<file path="config.mk">
export PLATFORM = sky130hd
export DESIGN_NAME = debug_sequencer
export DESIGN_NICKNAME = d
export VERILOG_FILES = /design/src/rtl/debug_sequencer.sv
export SDC_FILE = /design/constraint.sdc
export NUM_CORES = 1
export LEC_CHECK = 0
export ABC_AREA = 1
export ABC_CLOCK_PERIOD_IN_PS = 5000
export CORE_UTILIZATION = 50
export DETAILED_ROUTE_END_ITERATION = 6
export GPL_ROUTABILITY_DRIVEN = 0
export PLACE_DENSITY_LB_ADDON = 0.12
export SYNTH_ARGS = -nofsm -noshare
export SYNTH_HDL_FRONTEND = slang
export SYNTH_SLANG_ARGS = --single-unit
</file>
<file path="constraint.sdc">
create_clock -name i_clk -period 5 [get_ports i_clk]
set_input_delay 0.5 -clock i_clk [delete_from_list [all_inputs] [get_ports i_clk]]
set_output_delay 0.5 -clock i_clk [all_outputs]
set_load 0.02 [all_outputs]
</file>
<file path="src/rtl/debug_sequencer.sv">
// Host-side debug controller: decodes UART command bytes, loads instruction memory,
// sequences run/step through the stall line and streams register/latch snapshots back.
module debug_sequencer #(
  parameter int SIZE            = 32,
  parameter int IF_ID_SIZE      = 32,
  parameter int ID_EX_SIZE      = 129,
  parameter int EX_MEM_SIZE     = 77,
  parameter int MEM_WB_SIZE     = 71,
  parameter int MAX_INSTRUCTION = 64,
  parameter int NUM_REGISTERS   = 32
) (
  input  logic                               i_clk,
  input  logic                               i_rst,
  input  logic [7:0]                         i_rx_data,
  input  logic                               i_rx_valid,
  output logic [7:0]                         o_tx_data,
  output logic                               o_tx_start,
  input  logic                               i_tx_done,
  output logic                               o_imem_we,
  output logic [$clog2(MAX_INSTRUCTION)-1:0] o_imem_addr,
  output logic [SIZE-1:0]                    o_imem_data,
  output logic                               o_pipe_rst,
  output logic                               o_stall,
  input  logic                               i_halt,
  output logic [$clog2(NUM_REGISTERS)-1:0]   o_reg_addr,
  input  logic [SIZE-1:0]                    i_reg_data,
  input  logic [IF_ID_SIZE-1:0]              i_if_id,
  input  logic [ID_EX_SIZE-1:0]              i_id_ex,
  input  logic [EX_MEM_SIZE-1:0]             i_ex_mem,
  input  logic [MEM_WB_SIZE-1:0]             i_mem_wb,
  output logic                               o_step_mode,
  output logic                               o_busy
);

  localparam int IMEM_AW = $clog2(MAX_INSTRUCTION);
  localparam int REG_AW  = $clog2(NUM_REGISTERS);
  localparam int W_A     = (IF_ID_SIZE > ID_EX_SIZE) ? IF_ID_SIZE : ID_EX_SIZE;
  localparam int W_B     = (EX_MEM_SIZE > MEM_WB_SIZE) ? EX_MEM_SIZE : MEM_WB_SIZE;
  localparam int W_C     = (W_A > W_B) ? W_A : W_B;
  localparam int W_MAX   = (W_C > SIZE) ? W_C : SIZE;
  localparam int SHIFT_W = ((W_MAX + 7) / 8) * 8;

  localparam logic [4:0] NB_IF_ID  = 5'((IF_ID_SIZE + 7) / 8 - 1);
  localparam logic [4:0] NB_ID_EX  = 5'((ID_EX_SIZE + 7) / 8 - 1);
  localparam logic [4:0] NB_EX_MEM = 5'((EX_MEM_SIZE + 7) / 8 - 1);
  localparam logic [4:0] NB_MEM_WB = 5'((MEM_WB_SIZE + 7) / 8 - 1);
  localparam logic [7:0] RESP_OK   = 8'h52;
  localparam logic [7:0] RESP_ERR  = 8'h45;

  typedef enum logic [2:0] {IDLE, LOAD_CNT, LOAD_DATA, DUMP, TX_BYTE, TX_WAIT} state_t;

  state_t               state;
  logic [SHIFT_W-1:0]   shift;
  logic [4:0]           bytes_left;
  logic                 resp_pending;
  logic                 reg_dump;
  logic [REG_AW:0]      words_left;
  logic [23:0]          word_buf;
  logic [1:0]           byte_idx;
  logic [IMEM_AW-1:0]   load_idx;
  logic [IMEM_AW-1:0]   load_last;
  logic                 running;
  logic                 started;

  // shift holds the byte currently on o_tx_data in its low byte; bytes_left counts what follows it
  always_ff @(posedge i_clk) begin
    if (i_rst) begin
      state        <= IDLE;
      shift        <= '0;
      bytes_left   <= '0;
      resp_pending <= 1'b0;
      reg_dump     <= 1'b0;
      words_left   <= '0;
      word_buf     <= '0;
      byte_idx     <= '0;
      load_idx     <= '0;
      load_last    <= '0;
      running      <= 1'b0;
      started      <= 1'b0;
      o_tx_data    <= '0;
      o_tx_start   <= 1'b0;
      o_imem_we    <= 1'b0;
      o_imem_addr  <= '0;
      o_imem_data  <= '0;
      o_pipe_rst   <= 1'b0;
      o_stall      <= 1'b1;
      o_reg_addr   <= '0;
      o_step_mode  <= 1'b0;
      o_busy       <= 1'b0;
    end else begin
      o_tx_start <= 1'b0;
      o_imem_we  <= 1'b0;
      o_pipe_rst <= 1'b0;
      o_stall    <= ~(running & ~i_halt);

      case (state)
        IDLE: begin
          if (i_rx_valid) begin
            o_busy       <= 1'b1;
            state        <= DUMP;
            o_tx_data    <= RESP_OK;
            bytes_left   <= '0;
            resp_pending <= 1'b0;
            reg_dump     <= 1'b0;
            case (i_rx_data)
              8'h01: begin
                reg_dump     <= 1'b1;
                o_reg_addr   <= '0;
                words_left   <= (REG_AW+1)'(NUM_REGISTERS - 1);
                resp_pending <= 1'b1;
              end
              8'h02: begin
                shift <= SHIFT_W'(i_if_id);  o_tx_data <= i_if_id[7:0];
                bytes_left <= NB_IF_ID;      resp_pending <= 1'b1;
              end
              8'h03: begin
                shift <= SHIFT_W'(i_id_ex);  o_tx_data <= i_id_ex[7:0];
                bytes_left <= NB_ID_EX;      resp_pending <= 1'b1;
              end
              8'h04: begin
                shift <= SHIFT_W'(i_ex_mem); o_tx_data <= i_ex_mem[7:0];
                bytes_left <= NB_EX_MEM;     resp_pending <= 1'b1;
              end
              8'h05: begin
                shift <= SHIFT_W'(i_mem_wb); o_tx_data <= i_mem_wb[7:0];
                bytes_left <= NB_MEM_WB;     resp_pending <= 1'b1;
              end
              8'h07: state <= LOAD_CNT;
              8'h08: o_step_mode <= 1'b0;
              8'h09, 8'h11: begin
                o_step_mode <= 1'b1;
                running     <= 1'b0;
              end
              8'h0D: begin
                o_pipe_rst <= 1'b1;
                started    <= 1'b1;
                if (!o_step_mode) running <= 1'b1;
              end
              // a halt arriving with the step command suppresses the step but still acknowledges
              8'h0A: begin
                if (o_step_mode && started) begin
                  if (!i_halt) o_stall <= 1'b0;
                end else begin
                  o_tx_data <= RESP_ERR;
                end
              end
              8'h0E: running <= 1'b0;
              default: o_tx_data <= RESP_ERR;
            endcase
          end
        end

        LOAD_CNT: begin
          if (i_rx_valid) begin
            if (i_rx_data != 8'd0 && {24'd0, i_rx_data} <= 32'(MAX_INSTRUCTION)) begin
              load_last <= IMEM_AW'(i_rx_data - 8'd1);
              load_idx  <= '0;
              byte_idx  <= '0;
              state     <= LOAD_DATA;
            end else begin
              o_tx_data <= RESP_ERR;
              state     <= DUMP;
            end
          end
        end

        LOAD_DATA: begin
          if (i_rx_valid) begin
            word_buf <= {i_rx_data, word_buf[23:8]};
            byte_idx <= byte_idx + 2'd1;
            if (byte_idx == 2'd3) begin
              o_imem_we   <= 1'b1;
              o_imem_addr <= load_idx;
              o_imem_data <= SIZE'({i_rx_data, word_buf});
              load_idx    <= load_idx + 1'b1;
              if (load_idx == load_last) begin
                o_tx_data <= RESP_OK;
                state     <= DUMP;
              end
            end
          end
        end

        DUMP: begin
          if (reg_dump) begin
            shift      <= SHIFT_W'(i_reg_data);
            o_tx_data  <= i_reg_data[7:0];
            bytes_left <= 5'd3;
            o_reg_addr <= o_reg_addr + 1'b1;
          end
          o_tx_start <= 1'b1;
          state      <= TX_BYTE;
        end

        TX_BYTE: state <= TX_WAIT;

        // the next register address is already presented, so its word is ready on tx_done
        TX_WAIT: begin
          if (i_tx_done) begin
            if (bytes_left != 5'd0) begin
              o_tx_data  <= shift[15:8];
              shift      <= shift >> 8;
              bytes_left <= bytes_left - 5'd1;
              o_tx_start <= 1'b1;
              state      <= TX_BYTE;
            end else if (reg_dump && words_left != '0) begin
              shift      <= SHIFT_W'(i_reg_data);
              o_tx_data  <= i_reg_data[7:0];
              bytes_left <= 5'd3;
              o_reg_addr <= o_reg_addr + 1'b1;
              words_left <= words_left - 1'b1;
              o_tx_start <= 1'b1;
              state      <= TX_BYTE;
            end else if (resp_pending) begin
              o_tx_data    <= RESP_OK;
              resp_pending <= 1'b0;
              o_tx_start   <= 1'b1;
              state        <= TX_BYTE;
            end else begin
              reg_dump <= 1'b0;
              o_busy   <= 1'b0;
              state    <= IDLE;
            end
          end
        end

        default: state <= IDLE;
      endcase

      if (i_halt) running <= 1'b0;
    end
  end

endmodule

</file>
==> metrics.txt, run 1 <==
design area=17500 um2; Seq cells post-synth=234; area added between synthesis and finish=38.0%; reg2reg start=state[0]; PostCTS Resize Cnt=0; cts hold-fix bufs=0; Worst Reg-to-Reg Cells=9; Via-to-Cell Ratio=5.57; I/O pin cnt=411; synth warn=0; Leakage=7.10 nW; Storage cell area=4680 um2; Post-Syn Area per Cell=6.68 um2; Post-Syn Nets=2261; NetSw=2.69 mW; fill count=2113; commonest non-fill, non-tap cell in the layout=nand2_1; hold path start=i_rst; clk_lat worst skew=520 ps; Core Footprint=24600 um2; area occupied by multi-input gates=7020 um2; Port Buffer Count=410; clock skew=10.2 ps; CP startpoint kind=flip-flop; # rows=57; Area after DPL=16600 um2; Congestion Overflow GR=0; DRC=0; initial antenna violation count=1; Util after Layout=0.711; Routed Antenna Nets=0; CTS buffer count=25; Final setup viols=0; vias in the first global route=13500; Max Fclk=0.294 GHz; reg-to-reg endpoint=shift[56]; Max VDD drop=0.399 mV; Sw Ratio=0.383; Netlist cell types=42; status=completed; hold slack=261 ps; flop-to-flop setup slack=1600 ps; Post CTS Setup Buffer Count=0; worst min-delay path class=input port to flip-flop; vias after detailed routing=14300; final hold viol count=0; max-slew violations=0; Hold EP=word_buf[3]; GRT Total Usage=0.343; 1st-pass router iterations=6; first-pass GRT wire length=71.4 mm; number of max-cap violations=0; Top FF cell, synth=dfxtp_1; worst-case clock buffer depth=3; Min Clock Period, post-route=3400 ps; Root Buffer=clkbuf_16; CTS tree=built; hpwl dp=33.3 mm; largest net degree at the start of global routing=138; total negative setup slack=0 ps; critical path launch point=state[0]; most frequent cells in the layout=nand2_1 (549), clkdlybuf4s50_1 (409), nor2_1 (255); initial core utilization=0.515; layout cells sized above 1=0.0504; detailed-route wire length per cell=17.9 um; slew margin rel.=0.166; share of the synthesized area in the top cell type=0.370; Seq pwr share=0.351; initial DRC count=1758; Sink Count=234; combinational power share=0.381; hold path depth=2; Crit Path Max Fanout=45; crit path DAT=3850 ps; Power, Total=7.03 mW; clock slew at reported path FFs=60 ps; WL final=46.0 mm; worst-margin pin slew=1250 ps; die width=161 um; Post-Syn Area=12700 um2; H-tree Lvls=1; ys async rst share=0; cell taking the most area after synthesis=dfxtp_1; EDFF count, synth=0; RSZ-0062 raised after global routing=no; largest cells by area after synthesis=dfxtp_1 (37%), nand2_1 (16%), nor2_1 (7.6%); power density over cell area=402 nW/um2; period utilization=0.679; WP data required=5450 ps; Critical Path End Type=flip-flop; Die Ht=161 um; Crit Path Category=flip-flop to flip-flop; P_int=4.34 mW; fin nets=2591; Clock power frac=0.267; sequential fraction of the synthesis area=0.370; Die Area=26000 um2; Post-Synthesis Cells=1897
-- worst max-delay path, stage by stage, from the launching register on --
cell and delay [ps]:
dfxtp_1 560, nand3_4 190, inv_2 550, nand2_1 400, inv_2 710, buf_4 430, nand2_1 180, nand3_1 120
nor2_1 50, nor2_1 130
-- area by class of cell --
class	instances	area share
multi-input cells	1458	0.402
flip-flops and latches	234	0.268
repair buffers	424	0.241
clock buffers	36	0.0427
well taps	324	0.0232
inverters	84	0.0183
clock inverters	6	0.00472
diodes	2	0.000286
-- cell usage after synthesis (10+ instances only) --
cell type and number:
nand3_1 68, buf_6 19, a22o_1 56, inv_1 71
xor2_1 13, dfxtp_1 234, a2bb2oi_1 24, o21ai_0 154
nor2_1 256, nor3_1 17, nand4_1 11, o21ai_1 31
a21oi_1 188, clkbuf_1 53, nand2_1 549, a22oi_1 18
a21oi_2 10, ha_1 10, nand2_2 13, inv_2 11
buf_2 34
-- metal layers --
layer,track usage,part of all wire,vias to the layer above
li1,-,-,6937
met1,0.434,0.41,6604
met2,0.591,0.48,662
met3,0.0573,0.080,98
met4,0.111,0.033,0
met5,0,0,-
-- worst max-delay path by stage --
stage              endpoint  depth (start not counted)
2_1_floorplan  o_tx_data[1]                         11
6_report          shift[56]                          9
3_5_place_dp      shift[90]                         11
4_1_cts           shift[56]                          9
5_1_grt           shift[56]                          9
3_3_place_gp      shift[81]                         11
-- registers in the layout, summed over array words and instances, names as in the netlist, 2 cells and up --
signal	cells
load_last	6
o_imem_data	32
o_reg_addr	5
byte_idx	2
words_left	6
word_buf	24
o_imem_addr	6
load_idx	6
state	3
shift	121
bytes_left	5
o_tx_data	8
-- kinds of logic (layout without fill, tap and decap cells) --
| group | count (synthesis) | after routing | share of synthesized area |
|---|---|---|---|
| buf+inv | 205 | 550 | 0.0776 |
| xor+xnor | 15 | 15 | 0.0104 |
| fa+ha+maj | 10 | 10 | 0.00988 |
| compound gates | 498 | 498 | 0.230 |
| flops | 234 | 234 | 0.370 |
| simple gates | 935 | 935 | 0.302 |
| other cells | 0 | 2 | 0 |
-- power by group through the flow --
stage / clock network, mW / logic [mW] / registers (mW)
after global placement: 0 / 2.58 / 2.49
after detailed placement: 0 / 2.63 / 2.50
after global routing: 1.98 / 2.94 / 2.51
after CTS: 1.89 / 2.65 / 2.46
after floorplan: 0 / 1.93 / 2.48
final: 1.88 / 2.68 / 2.47
-- stage by stage --
stage	worst slack, ps	instances
2_1_floorplan	2960	1897
4_1_cts	1660	2566
3_3_place_gp	1410	2524
3_5_place_dp	1310	2524
5_1_grt	1370	2568
6_report	1600	2568
Power figures use the tool's default switching activity.
==> run 2: changes to the inputs <==
- ABC_CLOCK_PERIOD_IN_PS: 5000 -> 2990
- CORE_UTILIZATION: 50 -> 42
- clock period: 5 -> 2.99 ns (I/O delays scaled with it)
==> run 2 against run 1 <==
Setup slack lost 990 ps. Register-to-register slack lost 990 ps. Fmax up 43%. Die area is 19% higher. Sequential share of layout area fell by 0.57 points.
==> metrics.txt, run 2 (synthesized netlist as in run 1, its figures left out) <==
status=completed; P_int=7.42 mW; final hold viol count=0; Min Clock Period, post-route=2380 ps; Post CTS Setup Buffer Count=0; DRC=0; worst-margin pin slew=831 ps; PostCTS Resize Cnt=0; GRT Total Usage=0.302; detailed-route wire length per cell=17.8 um; NetSw=4.57 mW; cts hold-fix bufs=0; Max Fclk=0.420 GHz; CP startpoint kind=flip-flop; Leakage=7.23 nW; period utilization=0.796; WL final=47.4 mm; max-slew violations=0; combinational power share=0.383; total negative setup slack=0 ps; most frequent cells in the layout=nand2_1 (549), clkdlybuf4s50_1 (409), nor2_1 (254); layout cells sized above 1=0.0597; H-tree Lvls=1; hpwl dp=34.7 mm; Die Ht=176 um; Crit Path Category=flip-flop to flip-flop; Largest regs=shift: 121 flops, o_imem_data: 32 flops, word_buf: 24 flops; design area=17900 um2; worst min-delay path class=input port to flip-flop; clock skew=13.9 ps; worst-case clock buffer depth=3; Crit Path Max Fanout=105; crit path DAT=2790 ps; clk_lat worst skew=520 ps; Root Buffer=clkbuf_16; Largest register FFs=121; Via-to-Cell Ratio=5.33; vias in the first global route=13500; fin nets=2609; die width=176 um; Seq pwr share=0.347; I/O pin cnt=411; reg2reg start=state[0]; critical path launch point=state[0]; Power, Total=12.0 mW; Routed Antenna Nets=0; Critical Path End Type=flip-flop; Final setup viols=0; Die Area=30900 um2; # rows=63; number of max-cap violations=0; area added between synthesis and finish=41.0%; 1st-pass router iterations=5; Clock power frac=0.271; fill count=2807; CTS buffer count=25; vias after detailed routing=14200; hold path start=i_rst; Area after DPL=17000 um2; largest net degree at the start of global routing=106; Congestion Overflow GR=0; Sw Ratio=0.381; WP data required=3400 ps; RSZ-0062 raised after global routing=no; initial core utilization=0.427; clock slew at reported path FFs=70 ps; Port Buffer Count=410; slew margin rel.=0.446; Max VDD drop=0.466 mV; Core Footprint=29600 um2; initial antenna violation count=4; power density over cell area=671 nW/um2; initial DRC count=1133; commonest non-fill, non-tap cell in the layout=nand2_1; first-pass GRT wire length=73.5 mm; CTS tree=built; Sink Count=234; Reg with most FFs=shift
## run 2: worst paths after layout
| check | cells past startpoint | end | slack [ps] |
|---|---|---|---|
| worst max-delay path | 12 | shift[30] | 610 |
| worst min-delay path | 2 | o_pipe_rst | 260 |
| worst max register to register | 12 | shift[30] | 610 |
| worst min register to register | 2 | shift[124] | 470 |
## run 2: worst max-delay path: stages (launching register included)
cell and delay [ps]:
dfxtp_1 550, inv_1 180, nand3_4 160, inv_2 50, nand2_1 70, nand2_1 90, nor2_4 160, nand2_4 100
a21oi_4 170, buf_12 400, nand2_1 90, nor2_1 130, nor2_1 60
## run 2: metal layers
| metal | up-vias | part of all wire | GRT usage |
|---|---|---|---|
| li1 | 6975 | - | - |
| met1 | 6505 | 0.42 | 0.386 |
| met2 | 589 | 0.48 | 0.513 |
| met3 | 86 | 0.072 | 0.0522 |
| met4 | 2 | 0.028 | 0.0986 |
| met5 | - | 0.00036 | 0 |
## run 2: area by class of cell
| class | instances | area [um2] | share of cell area |
|---|---|---|---|
| Antenna cell | 3 | 7.51 | 0.000420 |
| Clock inverter | 14 | 180 | 0.0101 |
| Timing Repair Buffer | 442 | 4480 | 0.251 |
| Multi-Input combinational cell | 1458 | 7020 | 0.393 |
| Sequential cell | 234 | 4680 | 0.262 |
| Tap cell | 390 | 488 | 0.0273 |
| Clock buffer | 31 | 678 | 0.0380 |
| Inverter | 84 | 319 | 0.0179 |
## run 2: through the flow
step	hold slack [ps]	setup slack, ps	instances	utilization
floorplan	403	1150	1897	-
global placement	449	175	2608	0.573
detailed placement	454	145	2608	0.573
CTS	240	640	2653	0.602
global route	253	397	2656	0.603
finish	259	610	2656	0.603
## run 2: power by group through the flow
| stage | sequential [mW] | combinational [mW] | clock (mW) |
|---|---|---|---|
| 2_1_floorplan | 4.15 | 3.23 | 0 |
| 3_3_place_gp | 4.18 | 4.48 | 0 |
| 3_5_place_dp | 4.19 | 4.53 | 0 |
| 4_1_cts | 4.14 | 4.56 | 3.29 |
| 5_1_grt | 4.21 | 5.08 | 3.43 |
| 6_report | 4.15 | 4.59 | 3.24 |
==> run 3: changes to the inputs <==
- ABC_CLOCK_PERIOD_IN_PS: 2990 -> 1900
- clock period: 2.99 -> 1.9 ns (I/O delays scaled with it)
==> run 3 against run 2 <==
Sequential power increased by 58%. Via count rose by 4.1%. Largest cell class unchanged. Setup slack got worse by 580 ps. Fmax rose by 27%. Critical path type unchanged. Largest power group unchanged. Sequential cell count unchanged.
==> metrics.txt, run 3 (synthesized netlist as in run 1, its figures left out) <==
status=completed; Root Buffer=clkbuf_16; combinational power share=0.447; Sink Count=234; largest net degree at the start of global routing=92; initial DRC count=1267; Min Clock Period, post-route=1870 ps; Sw Ratio=0.367; reg2reg start=state[2]; cts hold-fix bufs=0; GRT Total Usage=0.303; CP startpoint kind=flip-flop; DRC=0; hold path depth=4; hold slack=181 ps; Crit Path Category=flip-flop to flip-flop; Setup Slack @ Placement=-551 ps; period utilization=0.983; vias in the first global route=14000; Congestion Overflow GR=0; WP data required=2300 ps; initial core utilization=0.427; H-tree Lvls=1; worst-margin pin slew=489 ps; Largest register FFs=121; CTS buffer count=25; 1st-pass router iterations=6; Max VDD drop=0.701 mV; P_int=13.7 mW; fill count=2689; reg-to-reg endpoint=shift[12]; CP max stage cell=dfxtp_4; slowest stage delay, CP=360 ps; layout cells sized above 1=0.133; crit path DAT=2270 ps; CP Buf/Inv Count=3; RSZ-0062 raised after global routing=yes; flop-to-flop setup slack=30 ps; NetSw=7.95 mW; clock skew=14.3 ps; I/O pin cnt=411; vias after detailed routing=14700; # rows=63; initial antenna violation count=4; Core Footprint=29600 um2; Power, Total=21.7 mW; Hold EP=o_imem_data[25]; setup ws final=32.2 ps; die width=176 um; Util after Layout=0.656; worst-case clock buffer depth=3; slew margin rel.=0.674; detailed-route wire length per cell=17.6 um; power density over cell area=1110 nW/um2; Area after DPL=18100 um2; first-pass GRT wire length=74.0 mm; final hold viol count=0; CP top delay family=simple AND/OR/NAND/NOR gates; Die Ht=176 um; number of max-cap violations=0; area added between synthesis and finish=53.6%; Via-to-Cell Ratio=5.28; Critical Path End Type=flip-flop; Leakage=8.07 nW; WL final=49.0 mm; max-slew violations=0; Die Area=30900 um2; commonest non-fill, non-tap cell in the layout=nand2_1; Routed Antenna Nets=0; Crit Path Max Fanout=8; Port Buffer Count=410; Largest regs=shift: 121 flops, o_imem_data: 32 flops, word_buf: 24 flops; design area=19500 um2; most frequent cells in the layout=nand2_1 (541), clkdlybuf4s50_1 (407), nor2_1 (237); fin nets=2743; clock slew at reported path FFs=60 ps; Clock power frac=0.249; Seq pwr share=0.303; Worst Reg-to-Reg Cells=12; Max Fclk=0.535 GHz; Final setup viols=0; CP Cell Sequence=buf_6, nand3_4, or2_4, nand2_4, nor2_4, nand2_4, a21oi_4, buf_12, buf_12, nand2_1, nor2_2, nor2_1; Reg with most FFs=shift; worst min-delay path class=input port to flip-flop; hpwl dp=36.2 mm; clk_lat worst skew=520 ps; CTS tree=built; hold path start=i_rx_data[1]
## run 3: cell count changes in the layout (fill, tap and decap cells not counted), sizes merged
cell	change
clkbuf	+2
buf	+129
diode	+1
clkinv	+3
dlymetal6s2s	+2
bufinv	+2
clkinvlp	-3
clkdlybuf4s50	-2
bufbuf	+1
## run 3: tightest hold or removal path, cell delays in order
cell            delay, ps
dlymetal6s2s_1        180
inv_2                  90
buf_4                 130
a21oi_1                50
## run 3: worst max path at each step
stage / from / end / slack (ps) / cells after the start
6_report: state[2] / shift[12] / 30 / 12
5_1_grt: state[2] / shift[27] / -70 / 12
4_1_cts: words_left[0] / o_tx_data[3] / 20 / 12
3_5_place_dp: i_rx_data[0] / shift[84] / -550 / 11
3_3_place_gp: i_rx_data[1] / shift[84] / -500 / 11
2_1_floorplan: byte_idx[0] / load_idx[3] / 90 / 10
## run 3: timing repair
| item | 4_1_cts | 5_1_grt |
|---|---|---|
| setup buffers | 2 | 3 |
| endpoints found under the setup margin | 90 | 137 |
| hold endpoints to repair | 0 | 0 |
| pin swaps | 2 | 10 |
| cloned | 1 | 5 |
| gates resized for setup | 14 | 79 |
## run 3: power by group through the flow
stage | Clock, mW | Combinational [mW] | Sequential (mW)
after floorplan | 0 | 5.08 | 6.53
after global routing | 5.68 | 10.5 | 6.67
after global placement | 0 | 8.16 | 6.55
after detailed placement | 0 | 8.28 | 6.58
final | 5.39 | 9.69 | 6.57
after CTS | 5.46 | 8.71 | 6.50
## run 3: area by class of cell
type / count / area [um2] / share of cell area
antenna: 4 / 10.0 / 0.000515
clock buffer: 29 / 671 / 0.0345
clock inverter: 16 / 233 / 0.0120
inverter: 84 / 324 / 0.0167
multi-input combinational: 1458 / 7170 / 0.369
sequential: 234 / 4700 / 0.242
tap: 390 / 488 / 0.0251
timing repair buffer: 576 / 5850 / 0.301
## run 3: routing by layer
layer | share of wire | GRT usage | vias to the layer above | routed length [um]
li1 | - | - | 7265 | -
met3 | 0.071 | 0.0422 | 89 | 3470
met5 | 0 | 0 | - | 0
met4 | 0.032 | 0.103 | 0 | 1570
met2 | 0.48 | 0.523 | 637 | 23700
met1 | 0.41 | 0.385 | 6751 | 20300
## run 3: through the flow
step | instances | TNS [ps]
after floorplan | 1897 | 0
after global placement | 2731 | -60170
after detailed placement | 2731 | -67700
after CTS | 2779 | 0
after global routing | 2791 | -1420
final | 2791 | 0
